## config.mk

```make
export PLATFORM = sky130hd
export DESIGN_NAME = ram8_fifo_ctrl
export DESIGN_NICKNAME = d
export VERILOG_FILES = /design/src/rtl/ram8_fifo_ctrl_pkg.sv /design/src/rtl/ram8_fifo_ctrl.sv
export SDC_FILE = /design/constraint.sdc
export NUM_CORES = 1
export LEC_CHECK = 0
export CAP_MARGIN = 15
export CORE_AREA = 2 2 61 63
export DETAILED_ROUTE_END_ITERATION = 12
export DIE_AREA = 0 0 63 65
export DONT_BUFFER_PORTS = 1
export PLACE_DENSITY = 0.65
export SETUP_SLACK_MARGIN = 0.1
export SYNTH_ARGS = -nofsm -noshare
export SYNTH_HDL_FRONTEND = slang
export SYNTH_SLANG_ARGS = --single-unit
```

## constraint.sdc

```tcl
create_clock -name clk -period 3.18 [get_ports clk]
set_input_delay 0.477 -clock clk [delete_from_list [all_inputs] [get_ports clk]]
set_output_delay 0.477 -clock clk [all_outputs]
set_load 0.1 [all_outputs]
```

## src/rtl/ram8_fifo_ctrl_pkg.sv

```systemverilog
// Shared widths and the port-operation type for the ram8 queue controller.
// WORD_W and RAM8_ADDR_W match the data and address widths of the ram8 store.
package ram8_fifo_ctrl_pkg;

    localparam int WORD_W      = 16;
    localparam int RAM8_ADDR_W = 3;

    // ram8 has a single port, so each cycle it does at most one of these operations.
    // A bypass leaves the port idle and loads the output register straight from push_data.
    typedef enum logic [1:0] {
        OP_IDLE   = 2'd0,
        OP_WRITE  = 2'd1,
        OP_REFILL = 2'd2,
        OP_BYPASS = 2'd3
    } port_op_t;

endpackage

```

## src/rtl/ram8_fifo_ctrl.sv

```systemverilog
// Queue controller that turns the external 8-word ram8 store into a FIFO.
// It holds up to 8 words in the RAM plus 1 in a registered output stage.
module ram8_fifo_ctrl
    import ram8_fifo_ctrl_pkg::*;
#(
    parameter int DATA_W = WORD_W,
    parameter int ADDR_W = RAM8_ADDR_W
) (
    input  logic              clk,
    input  logic              rst_n,
    input  logic              push_valid,
    output logic              push_ready,
    input  logic [DATA_W-1:0] push_data,
    output logic              pop_valid,
    input  logic              pop_ready,
    output logic [DATA_W-1:0] pop_data,
    output logic [ADDR_W:0]   count,
    output logic [ADDR_W-1:0] ram_addr,
    output logic [DATA_W-1:0] ram_in,
    output logic              ram_load,
    input  logic [DATA_W-1:0] ram_out
);

    localparam logic [ADDR_W:0]   DEPTH   = (ADDR_W+1)'(2**ADDR_W);
    localparam logic [ADDR_W:0]   CNT_ONE = (ADDR_W+1)'(1);
    localparam logic [ADDR_W-1:0] PTR_ONE = ADDR_W'(1);

    logic [ADDR_W-1:0] wr_ptr;
    logic [ADDR_W-1:0] rd_ptr;
    logic [ADDR_W:0]   ram_cnt;
    logic              out_valid;
    logic [DATA_W-1:0] out_data;

    logic     pop_fire;
    logic     slot_free;
    logic     ram_empty;
    logic     ram_full;
    port_op_t op;

    assign pop_fire  = out_valid & pop_ready;
    assign slot_free = ~out_valid | pop_fire;
    assign ram_empty = (ram_cnt == '0);
    assign ram_full  = (ram_cnt == DEPTH);

    // Refill takes priority so the output stage never starves while the RAM holds data.
    always_comb begin
        // NOTE: give every always_comb output a default first so no path infers a latch.
        op = OP_IDLE;
        if (!ram_empty && slot_free) begin
            op = OP_REFILL;
        end else if (push_valid && ram_empty && slot_free) begin
            op = OP_BYPASS;
        end else if (push_valid && !ram_full) begin
            op = OP_WRITE;
        end
    end

    assign push_ready = (op != OP_REFILL) && !ram_full;
    assign ram_addr   = (op == OP_REFILL) ? rd_ptr : wr_ptr;
    assign ram_in     = push_data;
    // Gated by rst_n so the RAM cannot be written while the controller is held in reset.
    assign ram_load   = rst_n && (op == OP_WRITE);

    // RAM bookkeeping: pointers wrap naturally at 2**ADDR_W.
    always_ff @(posedge clk or negedge rst_n) begin
        if (!rst_n) begin
            // NOTE: state registers use non-blocking assignments so every flop samples pre-edge values.
            wr_ptr  <= '0;
            rd_ptr  <= '0;
            ram_cnt <= '0;
        end else begin
            case (op)
                OP_WRITE: begin
                    wr_ptr  <= wr_ptr + PTR_ONE;
                    ram_cnt <= ram_cnt + CNT_ONE;
                end
                OP_REFILL: begin
                    rd_ptr  <= rd_ptr + PTR_ONE;
                    ram_cnt <= ram_cnt - CNT_ONE;
                end
                default: ;
            endcase
        end
    end

    // Output stage: loaded from the RAM on refill, directly from push_data on bypass.
    always_ff @(posedge clk or negedge rst_n) begin
        if (!rst_n) begin
            out_valid <= 1'b0;
            out_data  <= '0;
        end else begin
            case (op)
                OP_REFILL: begin
                    out_valid <= 1'b1;
                    out_data  <= ram_out;
                end
                OP_BYPASS: begin
                    out_valid <= 1'b1;
                    out_data  <= push_data;
                end
                default: begin
                    if (pop_fire) begin
                        out_valid <= 1'b0;
                    end
                end
            endcase
        end
    end

    assign pop_valid = out_valid;
    assign pop_data  = out_data;
    assign count     = ram_cnt + {{ADDR_W{1'b0}}, out_valid};

endmodule

```

==> flow_summary.json, run 1 <==
{
  "cp.required_ns": 2.70,
  "syn_to_final_growth_pct": 7.889,
  "cp-startpoint": "ram_cnt[3]",
  "drt_pre_antenna_iters": 4,
  "cts-root-buf": "clkbuf_4",
  "r2r_cells": 8,
  "fin_crit_sh_pct": 76.13,
  "r2r_start": "ram_cnt[3]",
  "yosysUniqueCellTypes": 29,
  "worstSkewPairLatency_ns": 0.33,
  "min_path_type": "input port to register",
  "rrSetupSlack_ns": 0.98,
  "std_cell_rows": 22,
  "gp_congestion": 0.7997,
  "dieHeight_um": 65,
  "grt_pass1_vias": 1101,
  "die_w_um": 63,
  "syn-num-nets": 188,
  "syn_avg_cell_area_um2": 10.50,
  "cp_cell_sequence": "nor4_4 > nor2_2 > buf_4 > mux2_2 > buf_12",
  "cp-end-kind": "output pin",
  "start_util_pct": 43.56,
  "finalSetupViolCount": 0,
  "fill_cells": 330,
  "htreeDepth": 1,
  "critPathMaxFanout": 14,
  "hpwl_um": 2195,
  "tightest_slew_ns": 0.9067,
  "grt_usage_pct": 16.51,
  "io_buffers": 0,
  "vias": 1011,
  "num_antenna_cells": 0,
  "routed_via_density": 5.349,
  "cts_max_path_buffers": 2,
  "min_period_ns": 2.421,
  "fin_nets": 185,
  "syn-cell-area_um2": 1523,
  "crit_arrival_ns": 1.94,
  "fin_setup_tns_ns": 0,
  "rsz0062_at_grt": "false",
  "netlist_top_cells_count": "dfrtp_1, a21oi_1, buf_4",
  "synth_edf_count": 0,
  "yosys_warnings": 0,
  "slew_violations": 0,
  "cap_violations": 0,
  "cts_tree": "yes",
  "relSlewSlack_pct": 39.55,
  "drt-initial-drc-count": 20,
  "core_area_um2": 3496,
  "antenna_found_initial": 0,
  "ys_async_sr_fraction_pct": 100.0,
  "wl_um": 3042,
  "cts_made_buffers": 3,
  "ios": 78,
  "worst-path-stages": 5,
  "cp_slowest_stage_delay_ns": 0.54,
  "path_buf_inv": 2,
  "startpoint_type": "register",
  "cts_resized": 0,
  "yosysMostFrequentCell": "dfrtp_1",
  "ys_ff_latch": 27,
  "critical_path_class": "register to output pin",
  "fmax_mhz": 413.0,
  "synth_top_cells_by_area": "dfrtp_1, buf_4, a21oi_1",
  "die_area_um2": 4095,
  "holdBufCountCts": 2,
  "grt_max_degree": 28,
  "syn_inst": 145,
  "finalHoldViolCount": 0,
  "outcome": "finished, final reports clean",
  "yosysTopAreaCell": "dfrtp_1",
  "critical-path-top-delay-family": "flip-flops",
  "skew_ns": 0.009238,
  "gr-total-overflow": 0,
  "wl_per_cell_um": 16.10,
  "antenna_left": 0,
  "grt_pass1_wl_um": 5244,
  "clock-sinks": 27,
  "synth_seq_area_share_pct": 44.37,
  "yosys.area.top_type_share_pct": 44.37,
  "clkTransAtPathRegs_ns": 0.16,
  "synth_ff_type": "dfrtp_1",
  "crit_end": "ram_addr[2]",
  "cp_slowest_cell": "dfrtp_1",
  "cts_setup_buffers": 0,
  "drive_above_1_share_pct": 24.11,
  "reg2reg_to": "ram_cnt[3]",
  "drc": 0
}
-- cell usage in the layout, fill, tap and decap left out, drive strengths merged, types with 2 or more instances in the layout --
cell type,synthesis,routed
nand2,3,3
nand3,2,2
nor2,17,17
xor2,4,4
o22ai,16,16
a21oi,21,21
buf,21,14
dfrtp,27,27
clkbuf,2,3
inv,4,5
ha,6,6
xnor2,5,5
mux2,5,5
nor3,3,3
-- routing by layer --
metal / up-vias / global-route usage (%) / share of wire [%]
met5: - / 0 / 0
li1: 476 / - / -
met1: 488 / 20.02 / 42
met2: 41 / 28.19 / 50
met4: 0 / 6.389 / 1.1
met3: 6 / 4.167 / 6.9
-- flip-flops by register name, summed over array words and instances (netlist names) --
name       count
wr_ptr         3
ram_cnt        4
pop_valid      1
pop_data      16
rd_ptr         3
-- stage by stage --
step | hold WS (ns) | area (um^2) | utilization, % | std cells | setup slack, ns
after floorplan | 0.1814 | 1541 | - | 145 | 0.2885
after global routing | 0.3123 | 1643 | 46.99 | 189 | 0.6578
final | 0.3142 | 1643 | 46.99 | 189 | 0.7589
after CTS | 0.2947 | 1643 | 46.99 | 189 | 0.7292
after detailed placement | 0.1820 | 1582 | 45.24 | 183 | 0.9948
after global placement | 0.1821 | 1582 | 45.24 | 183 | 1.090
-- area by class of cell --
class                   instances  area [um^2]  share of cell area, %
repair buffers                 15        190.2                  11.58
flip-flops and latches         27        675.6                  41.13
clock buffers                   3        22.52                  1.371
clock inverters                 1        8.758                 0.5331
multi-input cells              91        670.6                  40.82
inverters                       4        15.01                 0.9139
well taps                      48        60.06                  3.656
-- cells by family (layout without fill, tap and decap cells) --
group	count (synthesis)	count (layout)	synth area share [%]
AOI/OAI and AO/OA	39	39	16.43
DFF	27	27	44.37
and+or+nand+nor	30	30	10.60
muxes	6	6	4.355
adders and majority gates	7	7	6.245
buffers and inverters	27	23	12.82
xor gates and xnor gates	9	9	5.176
-- worst register-to-register path, cell delays in order (launching register included) --
cell	delay, ns
dfrtp_1	0.54
nor4_4	0.33
nor2_2	0.07
buf_4	0.19
ha_1	0.29
a21o_1	0.17
a21oi_1	0.17
mux2i_1	0.24
xnor2_1	0.14
-- worst min-delay path by stage --
stage,slack (ns),cells past startpoint,end,start
2_1_floorplan,0.18,0,pop_data[0],rst_n
6_report,0.31,2,pop_data[4],push_data[4]
4_1_cts,0.29,2,pop_data[4],push_data[4]
3_3_place_gp,0.18,0,pop_data[11],rst_n
5_1_grt,0.31,2,pop_data[2],push_data[2]
3_5_place_dp,0.18,0,pop_data[11],rst_n
Power of run 1 is left out: the tool's default activity adds up to more than one toggle a clock period on the data nets, which glitch-free logic cannot reach.
==> inputs of run 2 (changes only) <==
==> constraint.sdc (replaced) <==
create_clock -name clk -period 2.3 [get_ports clk]
set_input_delay 0.345 -clock clk [delete_from_list [all_inputs] [get_ports clk]]
set_output_delay 0.345 -clock clk [all_outputs]
set_load 0.1 [all_outputs]
==> run 2 against run 1 <==
Against the previous run: register-to-register slack worse by 0.72 ns; cell area grew 16%; clock-buffer cell count unchanged; core utilization increased by 7.5 points; flip-flop and latch count unchanged; via count up 12%; first-iteration DRC count grew 85%; cell count rose by 13%; wire length increased by 12%; critical path type unchanged; critical endpoint is now count[2].
==> flow_summary.json, run 2 (same netlist as run 1, synthesis figures left out) <==
{
  "wl_per_cell_um": 16.01,
  "fmax_mhz": 463.8,
  "cp-end-kind": "output pin",
  "grt_pass1_wl_um": 5589,
  "clock-sinks": 27,
  "grt_max_degree": 28,
  "grt_usage_pct": 17.21,
  "fin_crit_sh_pct": 93.74,
  "cts_max_path_buffers": 2,
  "gr-total-overflow": 0,
  "drt-initial-drc-count": 37,
  "clkTransAtPathRegs_ns": 0.15,
  "htreeDepth": 1,
  "io_buffers": 0,
  "cts_made_buffers": 3,
  "cap_violations": 0,
  "antenna_found_initial": 0,
  "outcome": "finished, final reports clean",
  "relSlewSlack_pct": 70.56,
  "finalHoldViolCount": 0,
  "slew_violations": 0,
  "die_w_um": 63,
  "drive_above_1_share_pct": 38.18,
  "cts_tree": "yes",
  "tightest_slew_ns": 0.4407,
  "routed_via_density": 5.324,
  "finalSetupViolCount": 0,
  "min_path_type": "input port to register",
  "largest_reg_flops": 16,
  "syn_to_final_growth_pct": 25.06,
  "gp_congestion": 0.7373,
  "drt_pre_antenna_iters": 4,
  "start_util_pct": 43.56,
  "num_antenna_cells": 0,
  "dieHeight_um": 65,
  "hpwl_um": 2495,
  "die_area_um2": 4095,
  "critPathMaxFanout": 3,
  "core_area_um2": 3496,
  "startpoint_type": "register",
  "cp.required_ns": 1.96,
  "min_period_ns": 2.156,
  "rsz0062_at_grt": "true",
  "drc": 0,
  "crit_arrival_ns": 1.81,
  "vias": 1134,
  "grt_pass1_vias": 1184,
  "final_cell_mix": "buf_4, dfrtp_1, a21oi_1",
  "cts-root-buf": "clkbuf_4",
  "fin_nets": 209,
  "ios": 78,
  "critical_path_class": "register to output pin",
  "fin_setup_tns_ns": 0,
  "wl_um": 3410,
  "std_cell_rows": 22,
  "final_common_cell": "buf_4",
  "antenna_left": 0,
  "worstSkewPairLatency_ns": 0.32,
  "skew_ns": 0.006519,
  "fill_cells": 309
}
==> run 2: metal layers <==
| layer | vias to the layer above | wire (um) | track usage (%) |
|---|---|---|---|
| li1 | 526 | - | - |
| met1 | 561 | 1408 | 20.40 |
| met2 | 43 | 1798 | 31.78 |
| met3 | 4 | 169 | 3.299 |
| met4 | 0 | 34 | 4.444 |
| met5 | - | 0 | 0 |
==> run 2: repair_timing <==
action,in CTS,in global routing
hold buffers,2,0
setup buffers,2,3
gates resized for setup,6,7
endpoints found under the setup margin,6,9
endpoints found under the hold margin,27,0
==> run 2: layout make-up <==
type | count | area [um^2] | area share [%]
clock buffer | 3 | 22.52 | 1.183
clock inverter | 1 | 7.507 | 0.3942
inverter | 4 | 15.01 | 0.7884
multi-input combinational | 91 | 713.2 | 37.45
sequential | 27 | 680.7 | 35.74
tap | 48 | 60.06 | 3.154
timing repair buffer | 39 | 405.4 | 21.29
==> run 2: per-stage QoR <==
stage / instance area (um^2) / hold WS [ns] / cells / setup slack (ns) / utilization (%)
global placement: 1759 / 0.05017 / 202 / 0.3576 / 50.32
CTS: 1858 / 0.1744 / 210 / 0.08107 / 53.15
detailed placement: 1759 / 0.05028 / 202 / 0.3069 / 50.32
finish: 1904 / 0.1958 / 213 / 0.1439 / 54.47
global route: 1904 / 0.1761 / 213 / 0.06784 / 54.47
floorplan: 1577 / 0.04941 / 145 / 0.1182 / -
==> run 2: worst paths after layout <==
kind,from,end,slack (ns),cells past startpoint
worst max-delay path,pop_valid,count[2],0.14,5
worst min-delay path,push_data[4],pop_data[4],0.20,2
worst max register to register,ram_cnt[2],ram_cnt[3],0.26,8
worst min register to register,wr_ptr[2],wr_ptr[2],0.48,1
max in group asynchronous,rst_n,ram_cnt[1],1.69,2
min in group asynchronous,rst_n,pop_data[13],0.44,2
==> run 2: worst max-delay path: stages, from the launching register on <==
cell	delay, ns
dfrtp_4	0.51
buf_6	0.19
ha_1	0.24
ha_2	0.21
xor2_4	0.15
buf_12	0.19
Power of run 2 is left out for the same reason.
==> inputs of run 3 (changes only) <==
--- a/config.mk
+++ b/config.mk
@@ -5,12 +5,15 @@
 export SDC_FILE = /design/constraint.sdc
 export NUM_CORES = 1
 export LEC_CHECK = 0
+export ABC_AREA = 0
 export CAP_MARGIN = 15
 export CORE_AREA = 2 2 61 63
 export DETAILED_ROUTE_END_ITERATION = 12
 export DIE_AREA = 0 0 63 65
 export DONT_BUFFER_PORTS = 1
+export GPL_ROUTABILITY_DRIVEN = 0
 export PLACE_DENSITY = 0.65
+export RECOVER_POWER = 100
 export SETUP_SLACK_MARGIN = 0.1
 export SYNTH_ARGS = -nofsm -noshare
 export SYNTH_HDL_FRONTEND = slang
==> run 3 against run 2 <==
Against the previous run: clock skew decreased by 0.0027 ns; critical endpoint unchanged; largest cell class unchanged; critical path depth did not move; highest routed layer unchanged; first-iteration DRC count unchanged; via count is 1.7% higher; non-clock buffer count unchanged; die area unchanged.
==> flow_summary.json, run 3 (same netlist as run 1, synthesis figures left out) <==
{
  "fin_nets": 209,
  "wl_per_cell_um": 16.10,
  "fin_crit_sh_pct": 94.94,
  "path_common_cell": "buf_6",
  "min_period_ns": 2.184,
  "relSlewSlack_pct": 3.743,
  "min_path_type": "input port to register",
  "fin_setup_tns_ns": 0,
  "vias": 1153,
  "fin_util_pct": 50.07,
  "syn_to_final_growth_pct": 14.95,
  "final_common_cell": "dfrtp_1",
  "crit_arrival_ns": 1.84,
  "start_util_pct": 43.56,
  "dieHeight_um": 65,
  "routed_via_density": 5.413,
  "drive_above_1_share_pct": 24.24,
  "clock-sinks": 27,
  "critPathMaxFanout": 3,
  "grt_max_degree": 28,
  "clkTransAtPathRegs_ns": 0.15,
  "worstSkewPairLatency_ns": 0.32,
  "cap_violations": 0,
  "io_buffers": 0,
  "cts-root-buf": "clkbuf_4",
  "finalSetupViolCount": 0,
  "std_cell_rows": 22,
  "hpwl_um": 2495,
  "cts_tree": "yes",
  "drc": 0,
  "finalHoldViolCount": 0,
  "cp.required_ns": 1.96,
  "die_area_um2": 4095,
  "critical_path_class": "register to output pin",
  "layoutNonFillerInstCount": 213,
  "cp_cell_sequence": "buf_6 > ha_1 > ha_2 > xor2_4 > buf_6",
  "fmax_mhz": 458.0,
  "cp_slowest_stage_delay_ns": 0.51,
  "grt_usage_pct": 17.21,
  "rsz0062_at_grt": "true",
  "wl_um": 3429,
  "grt_pass1_vias": 1184,
  "cp_slowest_cell": "dfrtp_4",
  "antenna_left": 0,
  "htreeDepth": 1,
  "fill_cells": 337,
  "tightest_slew_ns": 1.444,
  "final_cell_mix": "dfrtp_1, clkbuf_1, a21oi_1",
  "core_area_um2": 3496,
  "skew_ns": 0.003860,
  "cts_made_buffers": 3,
  "num_antenna_cells": 0,
  "outcome": "finished, final reports clean",
  "drt-initial-drc-count": 37,
  "grt_pass1_wl_um": 5589,
  "placedCellCount": 202,
  "gr-total-overflow": 0,
  "slew_violations": 0,
  "ios": 78,
  "die_w_um": 63,
  "antenna_found_initial": 0,
  "largest_reg_flops": 16,
  "drt_pre_antenna_iters": 4,
  "cts_max_path_buffers": 2,
  "startpoint_type": "register",
  "cp-end-kind": "output pin"
}
==> run 3: final cells by class <==
cell class,count,area [um^2],area share [%]
Sequential cell,27,680.7,38.88
Clock inverter,1,7.507,0.4289
Multi-Input combinational cell,91,691.9,39.53
Timing Repair Buffer,39,272.8,15.58
Inverter,4,15.01,0.8578
Clock buffer,3,22.52,1.287
Tap cell,48,60.06,3.431
==> run 3: layer usage <==
layer | track usage (%) | wire [um]
met5 | 0 | 0
met4 | 4.444 | 34
met3 | 3.299 | 202
met2 | 31.78 | 1799
met1 | 20.40 | 1392
==> run 3: critical path, delay by kind of cell, from the launching register on <==
| family | cells | cell delay (ns) |
|---|---|---|
| fa+ha+maj | 2 | 0.45 |
| buf+inv | 2 | 0.42 |
| xor+xnor | 1 | 0.13 |
| flops | 1 | 0.51 |
==> run 3: repair_timing <==
| action | 4_1_cts | 5_1_grt |
|---|---|---|
| hold endpoints to repair | 27 | 0 |
| endpoints found under the setup margin | 6 | 9 |
| hold buffers | 2 | 0 |
| buffers inserted | 2 | 3 |
| gates resized for setup | 6 | 7 |
==> run 3: path summary, 6_finish.rpt <==
kind	end	depth (start not counted)	slack (ns)	startpoint
worst max-delay path	count[2]	5	0.12	pop_valid
worst min-delay path	pop_data[4]	2	0.19	push_data[4]
worst max register to register	ram_cnt[2]	8	0.21	pop_valid
worst min register to register	wr_ptr[2]	1	0.48	wr_ptr[2]
max in group asynchronous	pop_valid	2	0.40	rst_n
min in group asynchronous	pop_data[13]	2	0.88	rst_n
==> run 3: through the flow <==
stage / hold slack [ns] / setup WS, ns / instance area, um^2
final: 0.1936 / 0.1165 / 1750
after global routing: 0.1761 / 0.04671 / 1750
after CTS: 0.1744 / 0.08107 / 1858
after detailed placement: 0.05028 / 0.3069 / 1759
after global placement: 0.05017 / 0.3576 / 1759
after floorplan: 0.04941 / 0.1182 / 1577
Power of run 3 is left out for the same reason.
